`config.mk`:
```
export PLATFORM = sky130hd
export DESIGN_NAME = reg_scoreboard
export DESIGN_NICKNAME = d
export VERILOG_FILES = /design/src/rtl/reg_scoreboard.sv
export SDC_FILE = /design/constraint.sdc
export NUM_CORES = 1
export LEC_CHECK = 0
export CORE_MARGIN = 2
export CORE_UTILIZATION = 33
export DETAILED_ROUTE_END_ITERATION = 12
export PLACE_DENSITY = 0.62
export SYNTH_ARGS = -nofsm -noshare
export SYNTH_HDL_FRONTEND = slang
export SYNTH_SLANG_ARGS = --single-unit
export TNS_END_PERCENT = 50
```
`constraint.sdc`:
```
create_clock -name clk -period 3.23 [get_ports clk]
set_input_delay 0.4845 -clock clk [delete_from_list [all_inputs] [get_ports clk]]
set_output_delay 0.4845 -clock clk [all_outputs]
set_load 0.05 [all_outputs]
```
`src/rtl/reg_scoreboard.sv`:
```
// reg_scoreboard
//   Decode-stage hazard tracker in front of the 8x16 register file read ports.
//   Keeps a small in-flight writer count per architectural register and holds
//   decode (stall) while a source register still has a writer outstanding, or
//   while the destination counter is already at its maximum. Counts are retired
//   by the register file writeback signals and by squashed-writer kills.
//
//   Optional feature macro: WB_BYPASS_EN
//     undefined : a reader waits until the cycle after the last writeback;
//                 fwd1_en/fwd2_en/fwd_data are tied to zero.
//     defined   : a reader may issue in the writeback cycle itself and is told
//                 to take wb_writedata in place of the register file read data.
//
// Ports
//   clk, rst                 clock (rising edge), asynchronous active-high reset
//   dec_valid                decode holds a valid instruction
//   dec_rs_used/dec_rs_sel   first source operand read enable / select
//   dec_rt_used/dec_rt_sel   second source operand read enable / select
//   dec_wr/dec_wr_sel        instruction writes a register / destination
//   wb_write/wb_writeregsel  writeback enable / register (same as rf write port)
//   wb_writedata             writeback data (only used for bypass)
//   kill_valid/kill_regsel   one in-flight writer squashed / its destination
//   stall                    hold decode, nothing issues this cycle
//   err                      sticky counter underflow flag
//   fwd1_en/fwd2_en          substitute fwd_data for read1data / read2data
//   fwd_data                 bypass data (wb_writedata)
module reg_scoreboard #(
  parameter int NREG = 8,
  parameter int SELW = 3,
  parameter int CNTW = 2,
  parameter int DW   = 16
) (
  input  logic            clk,
  input  logic            rst,
  input  logic            dec_valid,
  input  logic            dec_rs_used,
  input  logic [SELW-1:0] dec_rs_sel,
  input  logic            dec_rt_used,
  input  logic [SELW-1:0] dec_rt_sel,
  input  logic            dec_wr,
  input  logic [SELW-1:0] dec_wr_sel,
  input  logic            wb_write,
  input  logic [SELW-1:0] wb_writeregsel,
  input  logic [DW-1:0]   wb_writedata,
  input  logic            kill_valid,
  input  logic [SELW-1:0] kill_regsel,
  output logic            stall,
  output logic            err,
  output logic            fwd1_en,
  output logic            fwd2_en,
  output logic [DW-1:0]   fwd_data
);

  localparam logic [CNTW-1:0] CNT_MAX = '1;

  // Count after applying one cycle of issue/retire/kill; one extra bit so a
  // retire with no tracked writer shows up as a negative value.
  function automatic logic signed [CNTW:0] net_count(input logic [CNTW-1:0] c,
                                                     input logic inc,
                                                     input logic ret,
                                                     input logic kil);
    logic signed [CNTW:0] s;
    s = $signed({1'b0, c})
      + $signed({{CNTW{1'b0}}, inc})
      - $signed({{CNTW{1'b0}}, ret})
      - $signed({{CNTW{1'b0}}, kil});
    return s;
  endfunction

  // Saturate an underflowed count at zero.
  function automatic logic [CNTW-1:0] clamp_zero(input logic signed [CNTW:0] s);
    return (s < 0) ? '0 : s[CNTW-1:0];
  endfunction

  logic [CNTW-1:0]      cnt [NREG];
  logic signed [CNTW:0] nxt [NREG];
  logic [NREG-1:0]      ret_v;
  logic [NREG-1:0]      kil_v;
  logic [NREG-1:0]      busy_v;
  logic [NREG-1:0]      full_v;
  logic [NREG-1:0]      inc_v;
  logic [NREG-1:0]      under_v;
  logic                 iss;

  always_comb begin
    ret_v = '0;
    kil_v = '0;
    for (int r = 0; r < NREG; r++) begin
      ret_v[r] = wb_write   && (wb_writeregsel == SELW'(r));
      kil_v[r] = kill_valid && (kill_regsel    == SELW'(r));
    end
  end

  always_comb begin
    busy_v = '0;
    full_v = '0;
    for (int r = 0; r < NREG; r++) begin
      // A destination may still issue at the max count if a slot frees this cycle.
      full_v[r] = (cnt[r] == CNT_MAX) && !ret_v[r] && !kil_v[r];
`ifdef WB_BYPASS_EN
      // Busy only if writers remain after this cycle's retire/kill.
      busy_v[r] = (net_count(cnt[r], 1'b0, ret_v[r], kil_v[r]) != 0);
`else
      busy_v[r] = (cnt[r] != '0);
`endif
    end
  end

  assign stall = dec_valid && ((dec_rs_used && busy_v[dec_rs_sel]) ||
                               (dec_rt_used && busy_v[dec_rt_sel]) ||
                               (dec_wr      && full_v[dec_wr_sel]));
  assign iss   = dec_valid && !stall;

  always_comb begin
    inc_v   = '0;
    under_v = '0;
    for (int r = 0; r < NREG; r++) begin
      inc_v[r]   = iss && dec_wr && (dec_wr_sel == SELW'(r));
      nxt[r]     = net_count(cnt[r], inc_v[r], ret_v[r], kil_v[r]);
      under_v[r] = (nxt[r] < 0);
    end
  end

  always_ff @(posedge clk or posedge rst) begin
    if (rst) begin
      for (int r = 0; r < NREG; r++) cnt[r] <= '0;
      err <= 1'b0;
    end else begin
      for (int r = 0; r < NREG; r++) cnt[r] <= clamp_zero(nxt[r]);
      if (|under_v) err <= 1'b1;
    end
  end

`ifdef WB_BYPASS_EN
  assign fwd1_en  = dec_rs_used && ret_v[dec_rs_sel] && !busy_v[dec_rs_sel];
  assign fwd2_en  = dec_rt_used && ret_v[dec_rt_sel] && !busy_v[dec_rt_sel];
  assign fwd_data = wb_writedata;
`else
  logic unused_wdata;
  assign unused_wdata = ^wb_writedata;
  assign fwd1_en  = 1'b0;
  assign fwd2_en  = 1'b0;
  assign fwd_data = '0;
`endif

endmodule
```
---- After elaboration in Yosys (flattened, before gate mapping) ----
Index checks and enable logic that the tools add are counted.
word-level totals
  register bits ........................... 17
  bits of input ports ..................... 39
  logic and storage cells ................. 164
  output and inout bits ................... 20
cells by class
  eq/ne operators ......................... 29
  reductions and logical operators ........ 77
  add/sub/neg operators ................... 24
  magnitude comparators ................... 11
  muxes and demuxes ....................... 14
operators by type and width
  cell                                                  number
  subtractor 3 x 2 -> 3 bit                             16
  logical AND 1 bit                                     46
  equality test 3 bit (second input constant)           12
  adder 2 x 1 -> 3 bit                                  8
  < comparator 3 x 1 -> 1 bit (second input constant)   8
  equality test 3 x 2 -> 1 bit (second input constant)  6
  logical NOT 1 bit                                     17
  equality test 2 bit (second input constant)           8
  2-to-1 mux 2 bit                                      8
  nonzero test 2 bit                                    8
  < comparator 3 x 4 -> 1 bit (second input constant)   3
  binary-select mux 1 bit (select 3 bit)                3
  equality test 3 x 1 -> 1 bit (second input constant)  3
  logical NOT 3 bit                                     3
  OR reduction 8 bit                                    1
  2-to-1 mux 1 bit                                      3
  logical OR 1 bit                                      2

---- Longest topological paths before layout ----
Gate-level depths: netlist of run 1.
  word-level depth ........................ 19
  mapped depth ............................ 11
  mapped depth without buffers ............ 11

---- Worst setup path before layout of run 1 ----
OpenSTA, ideal clock, no wires.
  path type ............................... input-to-output
  start ................................... in wb_writeregsel[2]
  end ..................................... out stall
  path buffers ............................ 0
  data arrival time ....................... 2.330 ns
  path slack .............................. 0.415 ns
  required time ........................... 2.745 ns
  stages on the path ...................... 5
  cells stage by stage .................... and4bb_1 nor4_2 nor4b_1 or4_1 a21boi_1
between the ends
  cells in the longest elaborated chain, start to end .. 10
  elaborated cells between the ends (all ways) .. 45
  classes of those cells .................. 7 x eq/ne; 2 x mux; 36 x reduce/logical
RTL lines
  item                                                  RTL line  text
  start: declaration                                    43        input logic [SELW-1:0] wb_writeregsel,
  equality test 3 x 1 -> 1 bit (tied with other cells)  89        ret_v[r] = wb_write && (wb_writeregsel == SELW'(r));
  logical AND 1 bit                                     89
  logical NOT 1 bit                                     99        full_v[r] = (cnt[r] == CNT_MAX) && !ret_v[r] && !kil_v[r];
  logical AND 1 bit (2 in series)                       99
  binary-select mux 1 bit (select 3 bit) (*)            111       (dec_wr && full_v[dec_wr_sel]));
  2-to-1 mux 1 bit (implied by the code) (*)            111
  logical AND 1 bit (*)                                 111
  logical OR 1 bit (*)                                  110       (dec_rt_used && busy_v[dec_rt_sel]) ||
  logical AND 1 bit (*)                                 109       assign stall = dec_valid && ((dec_rs_used && busy_v[dec_rs_sel]) ||
  end: declaration                                      47        output logic stall,
Mark *: on every way between the ends. The rest lies on a longest branch, timed or not. The select of a mux whose other input is x is not followed.

---- Final worst setup path of run 1 ----
  start ................................... in wb_writeregsel[1]
  end ..................................... out stall
The elaborated chain is that of the path after synthesis.

==> impl_metrics.env, run 1 <==
export IMPL_place_gp_congestion=0.8405
export IMPL_clock_latency_ns=0.26
export IMPL_multi_input_area_um2=1325
export IMPL_port_buffers=24
export IMPL_worst_pin_slew_ns=0.6767
export IMPL_status="completed"
export IMPL_switchingPower_w=0.0005080
export IMPL_cts_root_buf="clkbuf_8"
export IMPL_seq_power_share_pct=32.2
export IMPL_crit_type="input port to primary output"
export IMPL_grt_total_usage_pct=13.15
export IMPL_cts_setup_buffers=0
export IMPL_holdCritPathClass="flip-flop to flip-flop"
export IMPL_critical_path_arrival_ns=2.65
export IMPL_start_util_pct=34.24
export IMPL_hpwl_um=3342
export IMPL_yosysUniqueCellTypes=33
export IMPL_finalCritPeriodShare_pct=97.14
export IMPL_grt_max_degree=18
export IMPL_ios=59
export IMPL_cp_required_ns=2.75
export IMPL_synthAdderAreaFrac_pct=24.42
export IMPL_synth_area_um2=1886
export IMPL_fin_nets=313
export IMPL_fill_cells=561
export IMPL_viasPerCell=4.610
export IMPL_vias=1443
export IMPL_hold_buffers=0
export IMPL_drt_wirelength_per_cell_um=12.85
export IMPL_fmax_ghz=0.3187
export IMPL_tritoncts="built"
export IMPL_syn_instance_count=198
export IMPL_ys_flop_type="dfrtp_1"
export IMPL_power_frac_comb_pct=54.5
export IMPL_n_antenna_cell=0
export IMPL_grt_pass1_wl_um=6375
export IMPL_coreArea_um2=5507
export IMPL_grt_pass1_vias=1407
export IMPL_areaGrowthSynthToFinish_pct=26.94
export IMPL_fp_dieH_um=79.59
export IMPL_critPathMaxFanout=6
export IMPL_grt_overflow=0
export IMPL_p_clk_share_pct=13.4
export IMPL_async_flop_share_pct=100.0
export IMPL_internal_power_w=0.0007170
export IMPL_synth_top_family_by_area="simple AND/OR/NAND/NOR gates"
export IMPL_vdd_drop_max_v=0.0002348
export IMPL_first_pass_iters=4
export IMPL_postRouteAntennaNets=0
export IMPL_worst_clock_skew_ns=0.0008129
export IMPL_die_area_um2=6335
export IMPL_ys_ff_latch=17
export IMPL_fin_area_um2=2394
export IMPL_synth_xor_area_share_pct=3.716
export IMPL_yosysSeqAreaShare_pct=22.56
export IMPL_powerDensity_nw_per_um2=511.8
export IMPL_drt_initial_drc_count=52
export IMPL_regArea_um2=425.4
export IMPL_slew_violations=0
export IMPL_setup_violations=0
export IMPL_ys_top_cells_by_count="inv_1, ha_1, buf_4"
export IMPL_relSlewSlack_pct=54.84
export IMPL_synth_most_common_cell="inv_1"
export IMPL_synth_simple_gate_area_share_pct=29.26
export IMPL_synth_area_top_cells="dfrtp_1, ha_1, fa_1"
export IMPL_cts_buffer_depth=2
export IMPL_antenna_found_initial=0
export IMPL_clk_pin_slew_ns=0.07
export IMPL_crit_path_end_kind="primary output"
export IMPL_drcViolationCount=0
export IMPL_synth_top_area_share_pct=22.56
export IMPL_htree_levels=1
export IMPL_fp_dieW_um=79.59
export IMPL_postSynthAreaPerCell_um2=9.523
export IMPL_synth_edf_count=0
export IMPL_clock_sinks=17
export IMPL_rows=27
export IMPL_drive_above_1_share_pct=18.26
export IMPL_final_min_clock_period_ns=3.138
export IMPL_synth_area_mux_share_pct=4.778
export IMPL_yosysTopAreaCell="dfrtp_1"
export IMPL_power_w=0.001225
export IMPL_synth_warning_count=0
export IMPL_hold_viol=0
export IMPL_placed_cell_area_um2=2278
export IMPL_maxCapViolCount=0
export IMPL_drt_wl_total_um=4022
export IMPL_critPathLaunchType="input port"
export IMPL_synth_compound_area_share_pct=1.128
export IMPL_swShare_pct=41.47
export IMPL_tritoncts_num_buffers=3
export IMPL_p_leak_nw=1.258
==> registers in the layout (all words and copies together), names as in the netlist <==
signal	flops
cnt	16
err	1
==> cell usage in the layout (no fill, tap or decap), types with 2 or more instances in the layout <==
master and n:
and4b_1 4, ha_1 24, nor3_1 5, clkbuf_8 3, nor4_2 5, xnor2_1 4
and4b_2 2, dfrtp_1 17, mux4_2 4, inv_1 33, clkdlybuf4s50_1 16, and3_2 2
dlygate4sd2_1 3, conb_1 18, nand2_1 7, and2_1 17, and4bb_1 2, fa_1 8
and3_1 6, xnor2_2 4, nor2_1 8, and4bb_2 3, dlymetal6s2s_1 4, nor4b_1 4
buf_4 17, and4_1 2, nor3b_1 3, nand4_1 2, nand3_1 4
==> layout make-up <==
cell class              instances  share of cell area, %
well taps                      72                  3.764
inverters                      33                  5.175
multi-input cells             146                  55.36
flip-flops and latches         17                  17.77
clock buffers                   4                  1.882
repair buffers                 41                  16.05
==> per-stage QoR <==
| stage | util, % | TNS [ns] | cells | worst slack (ns) | hold slack, ns |
|---|---|---|---|---|---|
| global placement | 41.38 | -0.2478 | 309 | -0.1962 | 0.4970 |
| floorplan | - | 0 | 215 | 0.4153 | 0.4106 |
| CTS | 42.20 | 0 | 313 | 0.01621 | 0.5210 |
| detailed placement | 41.38 | -0.2737 | 309 | -0.2121 | 0.5026 |
| global route | 43.47 | -0.02975 | 313 | -0.02975 | 0.5473 |
| finish | 43.47 | 0 | 313 | 0.09242 | 0.5150 |
==> final timing paths <==
check	start	end	slack, ns	depth (start not counted)
max reg2reg	cnt[12]$_DFF_PP0_	err$_DFFE_PP0P_	0.40	11
min in group asynchronous	rst	cnt[12]$_DFF_PP0_	0.63	2
min reg2reg	err$_DFFE_PP0P_	err$_DFFE_PP0P_	0.52	2
min	err$_DFFE_PP0P_	err$_DFFE_PP0P_	0.52	2
max in group asynchronous	rst	cnt[2]$_DFF_PP0_	2.17	2
max	wb_writeregsel[1]	stall	0.09	9
==> worst max-delay path, stage by stage <==
cell and delay [ns]:
clkdlybuf4s50_1 0.52, buf_4 0.15, nor4b_1 0.05, buf_4 0.16, nor4_2 0.30, nor4_2 0.08, or4_1 0.54, a21boi_2 0.20
buf_12 0.16
==> power groups by stage <==
stage               registers, W  clock network [W]  logic, W
finish                  0.000394           0.000164  0.000667
global route            0.000412           0.000177  0.000772
CTS                     0.000396           0.000171  0.000666
detailed placement      0.000401                  0  0.000656
global placement        0.000395                  0  0.000639
floorplan               0.000378                  0  0.000492
==> what timing repair did <==
item	in CTS	in global routing
cloned	0	0
pin swaps	0	2
endpoints found under the setup margin	1	2
resized for setup	4	13
==> cells by family after synthesis <==
group	after synthesis
muxes	4
AOI/OAI and AO/OA	3
other	1
adders and majority gates	32
and+or+nand+nor	81
buffers and inverters	52
xor gates and xnor gates	8
DFF	17
==> per-layer routing <==
metal	vias up	part of all wire, %	global-route usage, %	wire, um
li1	729	-	-	-
met2	40	47	21.43	1882
met1	669	47	17.71	1892
met5	-	0	0	0
met4	0	1.3	4.138	53
met3	5	4.8	2.262	194
Note: power is estimated with default switching activity, not from simulation.
==> inputs of run 2 (changes only) <==
==> constraint.sdc (replaced) <==
create_clock -name clk -period 3.1 [get_ports clk]
set_input_delay 0.465 -clock clk [delete_from_list [all_inputs] [get_ports clk]]
set_output_delay 0.465 -clock clk [all_outputs]
set_load 0.05 [all_outputs]
==> impl_metrics.env, run 2 (synthesized netlist as in run 1, its figures left out) <==
export IMPL_status="completed"
export IMPL_grt_pass1_vias=1554
export IMPL_grt_total_usage_pct=14.66
export IMPL_relSlewSlack_pct=53.16
export IMPL_hold_slack_ns=0.5193
export IMPL_clock_sinks=17
export IMPL_fp_dieH_um=79.59
export IMPL_n_antenna_cell=0
export IMPL_drt_initial_drc_count=82
export IMPL_crit_path_end="stall"
export IMPL_layout_common_cells="inv_1, ha_1, buf_4, conb_1"
export IMPL_path_delay_family="simple AND/OR/NAND/NOR gates"
export IMPL_crit_path_end_kind="primary output"
export IMPL_cp_required_ns=2.63
export IMPL_rows=27
export IMPL_antenna_found_initial=0
export IMPL_fin_nets=316
export IMPL_vdd_drop_max_v=0.0001974
export IMPL_slew_violations=0
export IMPL_grt_overflow=0
export IMPL_start_util_pct=34.24
export IMPL_critPathLaunchType="input port"
export IMPL_powerDensity_nw_per_um2=538.5
export IMPL_largest_register="cnt"
export IMPL_setup_violations=0
export IMPL_reg2reg_depth=11
export IMPL_grt_max_degree=18
export IMPL_top_regs="cnt (16), err (1)"
export IMPL_r2r_start="cnt[14]$_DFF_PP0_"
export IMPL_htree_levels=1
export IMPL_clk_pin_slew_ns=0.07
export IMPL_worst_pin_slew_ns=0.7019
export IMPL_slowest_delay_ns=0.57
export IMPL_cts_setup_buffers=0
export IMPL_cts_root_buf="clkbuf_8"
export IMPL_drive_above_1_share_pct=18.85
export IMPL_clock_latency_ns=0.26
export IMPL_areaGrowthSynthToFinish_pct=27.01
export IMPL_tritoncts="built"
export IMPL_postRouteAntennaNets=0
export IMPL_fp_dieW_um=79.59
export IMPL_cts_buffer_depth=2
export IMPL_drt_wirelength_per_cell_um=13.36
export IMPL_fmax_ghz=0.3454
export IMPL_critical_path_arrival_ns=2.43
export IMPL_p_leak_nw=1.271
export IMPL_rsz0062_at_grt="no"
export IMPL_hold_viol=0
export IMPL_crit_type="input port to primary output"
export IMPL_critPathMaxFanout=8
export IMPL_place_gp_congestion=0.7897
export IMPL_final_min_clock_period_ns=2.895
export IMPL_die_area_um2=6335
export IMPL_power_w=0.001290
export IMPL_final_common_cell="inv_1"
export IMPL_crit_path_start="dec_wr_sel[0]"
export IMPL_slowest_stage="or4_1"
export IMPL_critPathBufInv=3
export IMPL_first_pass_iters=6
export IMPL_viasPerCell=4.769
export IMPL_holdCritPathClass="flip-flop to flip-flop"
export IMPL_port_buffers=24
export IMPL_largest_register_ffs=16
export IMPL_cp_cell_sequence="clkdlybuf4s50_1, buf_4, nand3_1, nor3_1, nor4b_1, or4_1, a21boi_2, buf_12"
export IMPL_reg2reg_slack_ns=0.39
export IMPL_hpwl_um=3525
export IMPL_tritoncts_num_buffers=3
export IMPL_cp_depth=8
export IMPL_timing_rr_end="err$_DFFE_PP0P_"
export IMPL_maxCapViolCount=0
export IMPL_vias=1507
export IMPL_drcViolationCount=0
export IMPL_worst_clock_skew_ns=0.002625
export IMPL_drt_wl_total_um=4223
export IMPL_setup_tns_ns=0
export IMPL_coreArea_um2=5507
export IMPL_grt_pass1_wl_um=7120
export IMPL_ios=59
export IMPL_finalCritPeriodShare_pct=93.40
## run 2: worst min-delay path: cells and delay by family (launching register included)
family	cells	cell delay, ns
DFF	1	0.36
and+or+nand+nor	2	0.13
## run 2: through the flow
| stage | worst slack [ns] | utilization, % | instances | instance area (um^2) |
|---|---|---|---|---|
| after floorplan | 0.3243 | - | 215 | 1949 |
| after global placement | -0.2950 | 41.79 | 312 | 2301 |
| after detailed placement | -0.3727 | 41.79 | 312 | 2301 |
| after CTS | 0.004719 | 42.83 | 316 | 2359 |
| after global routing | 0.1092 | 43.49 | 316 | 2395 |
| final | 0.2047 | 43.49 | 316 | 2395 |
## run 2: routing by layer
layer	part of all wire, %	up-vias	global-route usage, %
li1	-	737	-
met1	44	719	19.15
met2	48	47	24.79
met3	6.3	4	2.376
met4	0.90	0	4.483
met5	0	-	0
## run 2: worst min-delay path by stage
stage                                from                to  slack, ns  cells past startpoint
after global placement    err$_DFFE_PP0P_   err$_DFFE_PP0P_       0.50                      2
after floorplan                       rst  cnt[0]$_DFF_PP0_       0.39                      1
after CTS                 err$_DFFE_PP0P_   err$_DFFE_PP0P_       0.52                      2
after detailed placement  err$_DFFE_PP0P_   err$_DFFE_PP0P_       0.50                      2
after global routing      err$_DFFE_PP0P_   err$_DFFE_PP0P_       0.56                      2
final                     err$_DFFE_PP0P_   err$_DFFE_PP0P_       0.52                      2
## run 2: final cells by class
class	instances	area (um^2)
Fill cell	567	3112
Sequential cell	17	425.4
Multi-Input combinational cell	146	1311
Clock buffer	4	45.04
Inverter	33	123.9
Timing Repair Buffer	44	399.1
Tap cell	72	90.09
## run 2: what timing repair did
action	in CTS	in global routing
setup endpoints to repair	2	2
endpoints found under the hold margin	0	0
resized for setup	11	8
hold buffers	0	0
pin swaps	1	2
## run 2: power by group
| part | internal, W | switching [W] | total, W |
|---|---|---|---|
| Clock | 0.0000914 | 0.0000797 | 0.000171 |
| Sequential | 0.000330 | 0.0000823 | 0.000413 |
| Combinational | 0.000324 | 0.000382 | 0.000706 |
